`src/rtl/exec_divx.sv`:
```
// Multi-cycle integer divider: restoring shift-subtract, one quotient bit per cycle,
// signed/unsigned, quotient or remainder select, flags in the adder's {V,N,Z,C} layout.
module exec_divx #(
   parameter int W_OPR   = 32,
   parameter int W_FLAGS = 4
) (
   input  logic               clk_i,
   input  logic               rst_n_i,
   input  logic               start_i,
   input  logic [W_OPR-1:0]   opr0_i,
   input  logic [W_OPR-1:0]   opr1_i,
   input  logic [1:0]         select_i,
   output logic               busy_o,
   output logic               done_o,
   output logic [W_OPR-1:0]   result_o,
   output logic [W_FLAGS-1:0] flags_o
);

   localparam int CW = $clog2(W_OPR);
   localparam logic [W_OPR-1:0] MIN_NEG = {1'b1, {(W_OPR-1){1'b0}}};

   typedef enum logic [2:0] {S_IDLE, S_PREP, S_RUN, S_FIX, S_DONE} state_e;

   state_e             state_q, state_d;
   logic [W_OPR-1:0]   a_q, a_d;        // dividend, becomes quotient as bits shift in
   logic [W_OPR-1:0]   b_q, b_d;        // divisor (magnitude after PREP)
   logic [W_OPR-1:0]   rem_q, rem_d;
   logic [CW-1:0]      cnt_q, cnt_d;
   logic [1:0]         sel_q, sel_d;
   logic               qneg_q, qneg_d, rneg_q, rneg_d, ovf_q, ovf_d;
   logic [W_OPR-1:0]   result_q, result_d;
   logic [W_FLAGS-1:0] flags_q, flags_d;

   logic [W_OPR:0]     shifted, trial;
   logic [W_OPR-1:0]   q_fix, r_fix, res_fix, res_dz;

   function automatic logic [W_FLAGS-1:0] mk_flags(input logic [W_OPR-1:0] res,
                                                   input logic ovf, input logic cry);
      logic [W_FLAGS-1:0] f;
      f    = '0;
      f[3] = ovf;
      f[2] = res[W_OPR-1];
      f[1] = ~|res;
      f[0] = cry;
      return f;
   endfunction

   always_comb begin
      state_d  = state_q;
      a_d      = a_q;
      b_d      = b_q;
      rem_d    = rem_q;
      cnt_d    = cnt_q;
      sel_d    = sel_q;
      qneg_d   = qneg_q;
      rneg_d   = rneg_q;
      ovf_d    = ovf_q;
      result_d = result_q;
      flags_d  = flags_q;

      // Trial subtract is one bit wider so its MSB is the borrow.
      shifted = {rem_q, a_q[W_OPR-1]};
      trial   = shifted - {1'b0, b_q};
      q_fix   = qneg_q ? -a_q : a_q;
      r_fix   = rneg_q ? -rem_q : rem_q;
      res_fix = sel_q[1] ? r_fix : q_fix;
      res_dz  = sel_q[1] ? a_q : '1;

      case (state_q)
         S_IDLE: begin
            if (start_i) begin
               a_d     = opr0_i;
               b_d     = opr1_i;
               sel_d   = select_i;
               state_d = S_PREP;
            end
         end
         S_PREP: begin
            rem_d  = '0;
            cnt_d  = '0;
            qneg_d = 1'b0;
            rneg_d = 1'b0;
            ovf_d  = 1'b0;
            if (b_q == '0) begin
               result_d = res_dz;
               flags_d  = mk_flags(res_dz, 1'b0, 1'b1);
               state_d  = S_DONE;
            end else begin
               if (sel_q[0]) begin
                  a_d    = a_q[W_OPR-1] ? -a_q : a_q;
                  b_d    = b_q[W_OPR-1] ? -b_q : b_q;
                  qneg_d = a_q[W_OPR-1] ^ b_q[W_OPR-1];
                  rneg_d = a_q[W_OPR-1];
                  // MIN/-1 wraps naturally; only the quotient reports it.
                  ovf_d  = (a_q == MIN_NEG) && (&b_q) && !sel_q[1];
               end
               state_d = S_RUN;
            end
         end
         S_RUN: begin
            rem_d = trial[W_OPR] ? shifted[W_OPR-1:0] : trial[W_OPR-1:0];
            a_d   = {a_q[W_OPR-2:0], ~trial[W_OPR]};
            cnt_d = cnt_q + 1'b1;
            if (cnt_q == CW'(W_OPR-1)) state_d = S_FIX;
         end
         S_FIX: begin
            result_d = res_fix;
            flags_d  = mk_flags(res_fix, ovf_q, 1'b0);
            state_d  = S_DONE;
         end
         S_DONE:  state_d = S_IDLE;
         default: state_d = S_IDLE;
      endcase
   end

   always_ff @(posedge clk_i or negedge rst_n_i) begin
      if (!rst_n_i) begin
         state_q  <= S_IDLE;
         a_q      <= '0;
         b_q      <= '0;
         rem_q    <= '0;
         cnt_q    <= '0;
         sel_q    <= '0;
         qneg_q   <= 1'b0;
         rneg_q   <= 1'b0;
         ovf_q    <= 1'b0;
         result_q <= '0;
         flags_q  <= '0;
      end else begin
         state_q  <= state_d;
         a_q      <= a_d;
         b_q      <= b_d;
         rem_q    <= rem_d;
         cnt_q    <= cnt_d;
         sel_q    <= sel_d;
         qneg_q   <= qneg_d;
         rneg_q   <= rneg_d;
         ovf_q    <= ovf_d;
         result_q <= result_d;
         flags_q  <= flags_d;
      end
   end

   assign busy_o   = (state_q != S_IDLE);
   assign done_o   = (state_q == S_DONE);
   assign result_o = result_q;
   assign flags_o  = flags_q;

endmodule

```
`config.mk`:
```
export PLATFORM = sky130hd
export DESIGN_NAME = exec_divx
export DESIGN_NICKNAME = d
export VERILOG_FILES = /design/src/rtl/exec_divx.sv
export SDC_FILE = /design/constraint.sdc
export NUM_CORES = 1
export LEC_CHECK = 0
export CAP_MARGIN = 10
export CORE_ASPECT_RATIO = 1.75
export CORE_MARGIN = 3
export CORE_UTILIZATION = 59
export DETAILED_ROUTE_END_ITERATION = 7
export MAX_ROUTING_LAYER = met4
export PLACE_DENSITY = 0.79
export SLEW_MARGIN = 20
export SYNTH_ARGS = -nofsm -noshare
export SYNTH_HDL_FRONTEND = slang
export SYNTH_SLANG_ARGS = --single-unit
```
`constraint.sdc`:
```
create_clock -name clk_i -period 4.2 [get_ports clk_i]
set_clock_uncertainty 0.05 [all_clocks]
set_input_delay 0.84 -clock clk_i [delete_from_list [all_inputs] [get_ports clk_i]]
set_output_delay 0.84 -clock clk_i [all_outputs]
set_load 0.1 [all_outputs]
```
==> run metrics, run 1 <==
status finished, final reports clean; setup bufs post-CTS 0; Post-synth EDFFs 0; FILL cells 1639; Slew @ Worst Pin 1.09 ns; Final Non-Filler Cells between 1500 and 2000; worst-path maximum fanout 34; final wirelength about 36000 µm; die area around 0.021 mm²; GR Overflow Total 0; final setup violation count 0; Gate Count Post-Synth 1441; vias in the first global route between 10000 and 15000; cts repair resizes 0; GPL Wtd Cong 0.979; Reg power frac 25.8%; Synth warnings 0; crit start category register; sequential element share of the synthesized area 31.7%; nets 1588; relative slew slack about 27%; # IOs 107; Setup Crit Path Kind register to register; Syn Std Cell Area 0.0114 mm²; Post-CTS Hold Buffers 0; CTS clk-pin slew, worst paths around 0.06 ns; f_max around 260 MHz; post-DP HPWL about 26000 µm; Core Box Area 0.0187 mm²; Yosys reg bits 144; area added between synthesis and finish 14.5%; pre-CTS worst setup slack 0.480 ns; clock tree root buffer cell clkbuf_16; initial drt markers around 1200; area of the multi-input gates 0.00712 mm²; placed insts 1697; Primary FF master, synth dfrtp_1; largest net degree at the start of global routing 98; All-Layer GR Usage 35.5%; TNS Setup 0 ns; # DRC 0; P_int 4.96 mW; Rows 66; Hold Slack 0.434 ns; Peak VDD IR about 0.68 mV; worst hold path type input pin to async pin; CTS Buffer Depth 2; RSZ-0062 raised after global routing no; CTS tree yes; PD cells between 800 and 900 mW/mm²; minimum clock period 3.79 ns; most common cell after layout, fill and taps aside o21ai_0; first-pass GRT wire length 59100 µm; Avg WL per Cell 20.9 µm; Synth Net Count 1550; vias 11600; commonest non-fill, non-tap cells in the layout o21ai_0, dfrtp_1, nand2_1; final worst slack 0.411 ns; max-slew violations 0; share of cells above drive strength 1 5.45%; Post-synth ARST share 100%; Die X 111 µm; H-tree depth 4; worst skew pair latency 0.44 ns; number of clock sinks 144; Vias/cell 6.71; Hold Fails Final Rpt 0; Post-DRT Antenna Nets 0; MaxCap Viol Count 0; Worst setup EP type register; initial core utilization between 60% and 70%; Psw 5.84 mW; Die H 190 µm; register area 0.00360 mm²; Mean Syn Cell Area 7.89 µm²; Pleak between 5 and 6 nW; Crit path required time between 4 and 5 ns; drt pass-1 iters 8; Netlist cell types 75; Final Cycle Share between 90% and 100%; Worst Path Arrival 4.09 ns; switching share of power 54.1%; ant diodes 0; PortBufs 106; combinational fraction of design power about three fifths; clock power share 12.8%; initial antenna violation count 0; Num CTS Buffers 17
cell families (layout without fill, tap and decap cells):
kind of cell / count (synthesis) / after routing / synth area share [%]
simple gates: 502 / 502 / 21.5
compound gates: 457 / 457 / 26.0
buf+inv: 170 / 216 / 5.93
flops: 144 / 144 / 31.7
xor+xnor: 82 / 82 / 6.31
mux: 46 / 46 / 4.09
fa+ha+maj: 40 / 40 / 4.47
final timing paths:
path	startpoint	slack [ns]	cells after the start	endpoint
setup / recovery	b_q[9]	0.41	12	rem_q[0]
hold / removal	rst_n_i	0.43	1	a_q[7]
setup reg to reg	b_q[9]	0.41	12	rem_q[0]
hold reg to reg	result_o[7]	0.43	2	result_o[7]
max in group asynchronous	rst_n_i	2.88	2	rem_q[12]
min in group clk_i	result_o[7]	0.43	2	result_o[7]
cell usage after synthesis (9+ instances only):
library cell / n / share of area [%]
mux2i_1: 42 / 3.7
dfrtp_1: 144 / 32
a32oi_1: 13 / 1.0
nand2b_1: 9 / 0.49
nand4_1: 24 / 1.3
a21o_1: 15 / 0.99
o211ai_1: 13 / 0.86
xor2_1: 37 / 2.8
or2_2: 10 / 0.55
clkbuf_1: 91 / 3.0
nand3_1: 28 / 1.2
buf_2: 11 / 0.48
o31ai_1: 18 / 1.2
nand2_1: 144 / 4.8
or3_1: 27 / 1.5
a21oi_1: 72 / 3.2
a221oi_1: 19 / 1.5
o21ai_0: 185 / 8.1
nor4_1: 19 / 1.0
o41ai_1: 11 / 0.85
or4_1: 11 / 0.73
a211oi_1: 10 / 0.66
and3_1: 13 / 0.71
nor3_1: 54 / 2.4
xnor2_1: 45 / 3.5
inv_1: 56 / 1.8
nor2_1: 127 / 4.2
a222oi_1: 13 / 1.1
o21a_1: 13 / 0.86
ha_1: 39 / 4.3
o221ai_1: 12 / 0.92
power by group through the flow:
| stage | combinational (mW) | sequential, mW | clock [mW] |
|---|---|---|---|
| finish | 6.62 | 2.79 | 1.38 |
| global route | 7.20 | 2.88 | 1.45 |
| CTS | 6.55 | 2.76 | 1.40 |
| detailed placement | 6.51 | 2.78 | 0 |
| global placement | 6.43 | 2.76 | 0 |
| floorplan | 4.32 | 3.24 | 0 |
through the flow:
| step | util [%] | instance area [µm²] | power (mW) |
|---|---|---|---|
| after global routing | 69.5 | 13000 | 11.5 |
| after CTS | 69.4 | 13000 | 10.7 |
| after detailed placement | 66.7 | 12500 | 9.29 |
| after global placement | 66.7 | 12500 | 9.19 |
| after floorplan | - | 11400 | 7.55 |
| final | 69.5 | 13000 | 10.8 |
sequential cells by signal, indices dropped and copies added, names as in the netlist:
signal,count
state_q,3
cnt_q,5
a_q,32
b_q,32
qneg_q,1
sel_q,2
ovf_q,1
flags_o,4
rem_q,32
rneg_q,1
result_o,31
per-layer routing:
layer  vias up  part of all wire [%]  GRT usage [%]
li1       5385                     -              -
met1      5501                    37           39.0
met2       528                    50           60.9
met3       157                   5.7           4.71
met4         0                   6.7           21.7
met5         -                     0              -
critical path: stages, from the launching register on:
cell and delay (ns):
dfrtp_1 0.43, inv_1 0.07, ha_1 0.36, a211oi_1 0.25, o21bai_1 0.12, or4_1 0.53, o21ai_0 0.52, o211a_1 0.30
o2111ai_1 0.17, nand3_2 0.13, buf_12 0.24, mux2_2 0.36, o21ai_0 0.14
cell type report:
class | instances | area share (%)
clock buffers | 25 | 3.57
repair buffers | 132 | 9.90
flip-flops and latches | 144 | 27.7
multi-input cells | 1127 | 54.7
clock inverters | 2 | 0.269
inverters | 57 | 1.64
well taps | 238 | 2.29
Note: power is estimated with default switching activity, not from simulation.
==> run 2, diff against run 1 <==
--- a/config.mk
+++ b/config.mk
@@ -5,7 +5,7 @@
 export SDC_FILE = /design/constraint.sdc
 export NUM_CORES = 1
 export LEC_CHECK = 0
-export CAP_MARGIN = 10
+export CAP_MARGIN = 30
 export CORE_ASPECT_RATIO = 1.75
 export CORE_MARGIN = 3
 export CORE_UTILIZATION = 59
==> run 2 against run 1 <==
  * Non-clock buffer count grew 2
  * Sequential share of layout area down 0.28 points
  * Global-route usage rose by 0.64 points
  * Combinational power up 0.8%
  * Wire length rose by 1.5%
  * Worst hold slack worse by 0.26 ns
  * Cell area rose by 1.0%
  * Maximum frequency grew 0.13%
  * Via count is 0.44% higher
  * Worst setup slack better by 0.0050 ns
  * Cell count grew 0.35%
==> run metrics, run 2 (synthesized netlist as in run 1, its figures left out) <==
ant diodes 0; critical-path cell list inv_1 -> ha_1 -> a211oi_1 -> o21bai_1 -> or4_1 -> o21ai_0 -> o211a_1 -> o2111ai_1 -> nand3_2 -> buf_12 -> mux2_2 -> o21ai_0; Crit. Startpoint b_q[9]; slowest stage delay, CP 0.53 ns; relative slew slack 34.0%; cts repair resizes 0; Setup Crit Path Kind register to register; setup bufs post-CTS 0; Final Cycle Share 90.1%; Core Box Area 0.0187 mm²; post-DP HPWL 26400 µm; Final Cell Area 0.0132 mm²; f_max about 260 MHz; Crit path required time 4.51 ns; Num CTS Buffers 17; status finished, final reports clean; PD cells around 830 mW/mm²; max-slew violations 0; most common cell after layout, fill and taps aside o21ai_0; MaxCap Viol Count 0; TNS Setup 0 ns; Pleak about 5.7 nW; Avg WL per Cell 21.2 µm; final setup violation count 0; drt pass-1 iters 6; CTS Buffer Depth 2; Rows 66; placed insts 1698; CTS tree yes; minimum clock period 3.78 ns; share of cells above drive strength 1 6.10%; CTS clk-pin slew, worst paths 0.06 ns; Post-DRT Antenna Nets 0; placed cell area about 0.013 mm²; vias roughly 12000; Slew @ Worst Pin 0.986 ns; largest registers a_q (32), b_q (32), rem_q (32); largest net degree at the start of global routing 98; # DRC 0; reg2reg path depth 12; initial core utilization 60.7%; Peak VDD IR 0.618 mV; RSZ-0062 raised after global routing no; Die H 190 µm; final wirelength 36600 µm; Worst Path Arrival 4.09 ns; nets about 1600; commonest non-fill, non-tap cells in the layout o21ai_0, dfrtp_1, nand2_1; GR Overflow Total 0; vias in the first global route 11600; area added between synthesis and finish 15.7%; clock tree root buffer cell clkbuf_16; crit path to rem_q[0]; crit start category register; Final Non-Filler Cells about 1700; initial drt markers 1161; Hold Fails Final Rpt 0; first-pass GRT wire length 59900 µm; FILL cells 1576; worst hold path type input pin to async pin; Worst setup EP type register; # IOs 107; worst skew pair latency 0.44 ns; final core utilization 70.2%; GPL Wtd Cong 0.979; CP max stage cell or4_1; Final Power 11.0 mW; CP most frequent cell o21ai_0; PortBufs roughly 110; die area 0.0210 mm²; initial antenna violation count 0; worst-path maximum fanout 34; r2r endpoint rem_q[0]; reg-to-reg startpoint b_q[9]; number of clock sinks 144; All-Layer GR Usage 36.1%; Vias/cell about 6.7; Post-CTS Hold Buffers 0; r2r setup slk 0.42 ns; H-tree depth 4; Die X 111 µm
-- run 2: cell count changes in the layout (fill, tap and decap cells not counted) --
cell | before | now
clkinvlp_4 | 0 | 1
buf_16 | 0 | 2
clkinv_2 | 1 | 2
clkbuf_1 | 7 | 3
clkbuf_8 | 1 | 7
-- run 2: final cells by class --
| type | instances | area (µm²) | share of cell area, % |
|---|---|---|---|
| timing repair buffer | 134 | 1350 | 10.2 |
| tap | 238 | 298 | 2.26 |
| sequential | 144 | 3600 | 27.4 |
| clock buffer | 27 | 533 | 4.05 |
| clock inverter | 4 | 47.5 | 0.361 |
| multi-input combinational | 1127 | 7120 | 54.1 |
| inverter | 57 | 214 | 1.63 |
-- run 2: how the worst min path moves through the flow --
stage	startpoint	endpoint	depth (start not counted)	slack, ns
after floorplan	ovf_q	ovf_q	2	0.40
after global placement	result_o[7]	result_o[7]	2	0.40
after detailed placement	result_o[7]	result_o[7]	2	0.42
after CTS	result_o[7]	result_o[7]	2	0.44
after global routing	rst_n_i	a_q[7]	1	0.18
final	rst_n_i	a_q[7]	1	0.18
-- run 2: critical path: cells and delay by family (launching register included) --
family                   cells  cell delay [ns]
AO/OA/AOI/OAI                6             1.51
AND/OR/NAND/NOR              2             0.67
flip-flops                   1             0.44
adder cells (fa/ha/maj)      1             0.36
multiplexers                 1             0.36
buffers and inverters        2             0.31
-- run 2: metrics by stage --
step | setup slack [ns] | hold WS [ns]
2_1_floorplan | 0.518 | 0.399
3_3_place_gp | 0.510 | 0.404
3_5_place_dp | 0.484 | 0.423
4_1_cts | 0.453 | 0.442
5_1_grt | 0.0734 | 0.185
6_report | 0.416 | 0.178
-- run 2: power by group --
group	switching, mW	internal [mW]	leakage [nW]
logic	4.42	2.25	3.54
registers	0.888	1.91	1.86
clock network	0.599	0.920	0.285
total	5.91	5.08	5.68
-- run 2: routing by layer --
layer	track usage [%]	wire [µm]
met1	39.8	13500
met2	61.1	18300
met3	5.12	2230
met4	23.0	2620
met5	-	0
==> run 3, diff against run 2 <==
--- a/config.mk
+++ b/config.mk
@@ -11,7 +11,7 @@
 export CORE_UTILIZATION = 59
 export DETAILED_ROUTE_END_ITERATION = 7
 export MAX_ROUTING_LAYER = met4
-export PLACE_DENSITY = 0.79
+export PLACE_DENSITY = 0.82
 export SLEW_MARGIN = 20
 export SYNTH_ARGS = -nofsm -noshare
 export SYNTH_HDL_FRONTEND = slang
==> run 3 against run 2 <==
  * Global-route usage decreased by 0.67 points
  * First-iteration DRC count increased by 16%
  * Critical path type unchanged
  * Combinational power about the same
==> run metrics, run 3 (synthesized netlist as in run 1, its figures left out) <==
status finished, final reports clean; # IOs 107; share of cells above drive strength 1 6.35%; initial drt markers 1352; critical-path cell list inv_1 -> ha_1 -> a211oi_1 -> o21bai_1 -> or4_1 -> o21ai_0 -> o211a_1 -> o2111ai_1 -> nand3_2 -> buf_12 -> mux2_2 -> o21ai_0; CTS tree yes; Post-CTS Hold Buffers 0; CP most frequent cell o21ai_0; relative slew slack 33.2%; Rows 66; worst skew pair latency 0.44 ns; die area 0.0210 mm²; Slew @ Worst Pin roughly 1 ns; Die H 190 µm; CTS Buffer Depth 2; final setup violation count 0; Vias/cell 6.76; reg-to-reg startpoint b_q[9]; initial core utilization 60.7%; Crit path required time 4.50 ns; f_max 260 MHz; setup bufs post-CTS 0; most common cell after layout, fill and taps aside o21ai_0; MaxCap Viol Count 0; vias in the first global route about 11000; largest registers a_q (32), b_q (32), rem_q (32); first-pass GRT wire length 58900 µm; Buf+Inv Stages, Crit Path 2; Hold Fails Final Rpt 0; delay-heaviest family, CP compound AO/OA/AOI/OAI gates; vias 11700; cts repair resizes 0; final wirelength 36700 µm; All-Layer GR Usage 35.4%; slowest stage delay, CP approximately 0.52 ns; Worst setup EP type register; Avg WL per Cell 21.2 µm; PortBufs 106; Post-DRT Antenna Nets 0; Final Cycle Share 91.5%; # DRC 0; H-tree depth 4; final core utilization 70.3%; TNS Setup 0 ns; ant diodes 0; clock tree root buffer cell clkbuf_16; Pleak 5.69 nW; number of clock sinks 144; Num CTS Buffers 17; crit start category register; CP max stage cell or4_1; minimum clock period 3.84 ns; Crit. Startpoint b_q[9]; CTS clk-pin slew, worst paths 0.06 ns; RSZ-0062 raised after global routing no; Core Box Area around 0.019 mm²; post-DP HPWL 26600 µm; max-slew violations 0; initial antenna violation count 0; Peak VDD IR 0.559 mV; area added between synthesis and finish 15.8%; Worst Path Arrival 4.14 ns; GPL Wtd Cong between 0.9 and 1; nets between 1500 and 2000; commonest non-fill, non-tap cells in the layout o21ai_0, nand2_1, dfrtp_1; Setup Crit Path Kind register to register; drt pass-1 iters 6; Die X 111 µm; worst hold path type input pin to async pin; PD cells 842 mW/mm²; worst-path maximum fanout 34; GR Overflow Total 0; largest net degree at the start of global routing 98
-- run 3: per-layer routing --
layer  up-vias  routed length (µm)  global-route usage, %
met1      5591               13600                   39.2
met3       154                2280                   4.61
met4         0                2240                   21.6
li1       5389                   -                      -
met2       591               18600                   60.6
met5         -                   0                      -
-- run 3: path summary, 6_finish.rpt --
path,to,slack (ns),depth (start not counted)
min in group clk_i,ovf_q,0.43,2
hold reg to reg,ovf_q,0.43,2
hold / removal,a_q[5],0.21,1
setup reg to reg,rem_q[0],0.36,12
max in group asynchronous,flags_o[1],2.97,3
setup / recovery,rem_q[0],0.36,12
-- run 3: layout make-up --
cell class,count,area [µm²]
Multi-Input combinational cell,1127,7120
Fill cell,1537,5570
Sequential cell,144,3600
Timing Repair Buffer,137,1350
Clock buffer,20,457
Tap cell,238,298
Inverter,57,214
Clock inverter,11,139
-- run 3: worst register-to-register path: cells and delay by family (launching register included) --
| kind | cells | cell delay (ns) |
|---|---|---|
| flip-flops | 1 | 0.44 |
| buffers and inverters | 2 | 0.31 |
| AO/OA/AOI/OAI | 6 | 1.53 |
| AND/OR/NAND/NOR | 2 | 0.65 |
| adder cells (fa/ha/maj) | 1 | 0.38 |
| multiplexers | 1 | 0.38 |
-- run 3: report_power, final --
part	leakage, nW	internal (mW)	switching (mW)
sequential	1.86	1.91	0.905
combinational	3.54	2.26	4.43
clock	0.291	0.957	0.627
total	5.69	5.12	5.97
-- run 3: metrics by stage --
| stage | std cells | hold WS (ns) | total power [mW] | worst slack (ns) | area [µm²] |
|---|---|---|---|---|---|
| 4_1_cts | 1733 | 0.431 | 10.9 | 0.428 | 13100 |
| 6_report | 1734 | 0.215 | 11.1 | 0.356 | 13200 |
| 3_5_place_dp | 1702 | 0.418 | 9.32 | 0.445 | 12600 |
| 2_1_floorplan | 1441 | 0.399 | 7.55 | 0.518 | 11400 |
| 5_1_grt | 1734 | 0.235 | 11.7 | 0.0955 | 13200 |
| 3_3_place_gp | 1701 | 0.404 | 9.19 | 0.521 | 12500 |
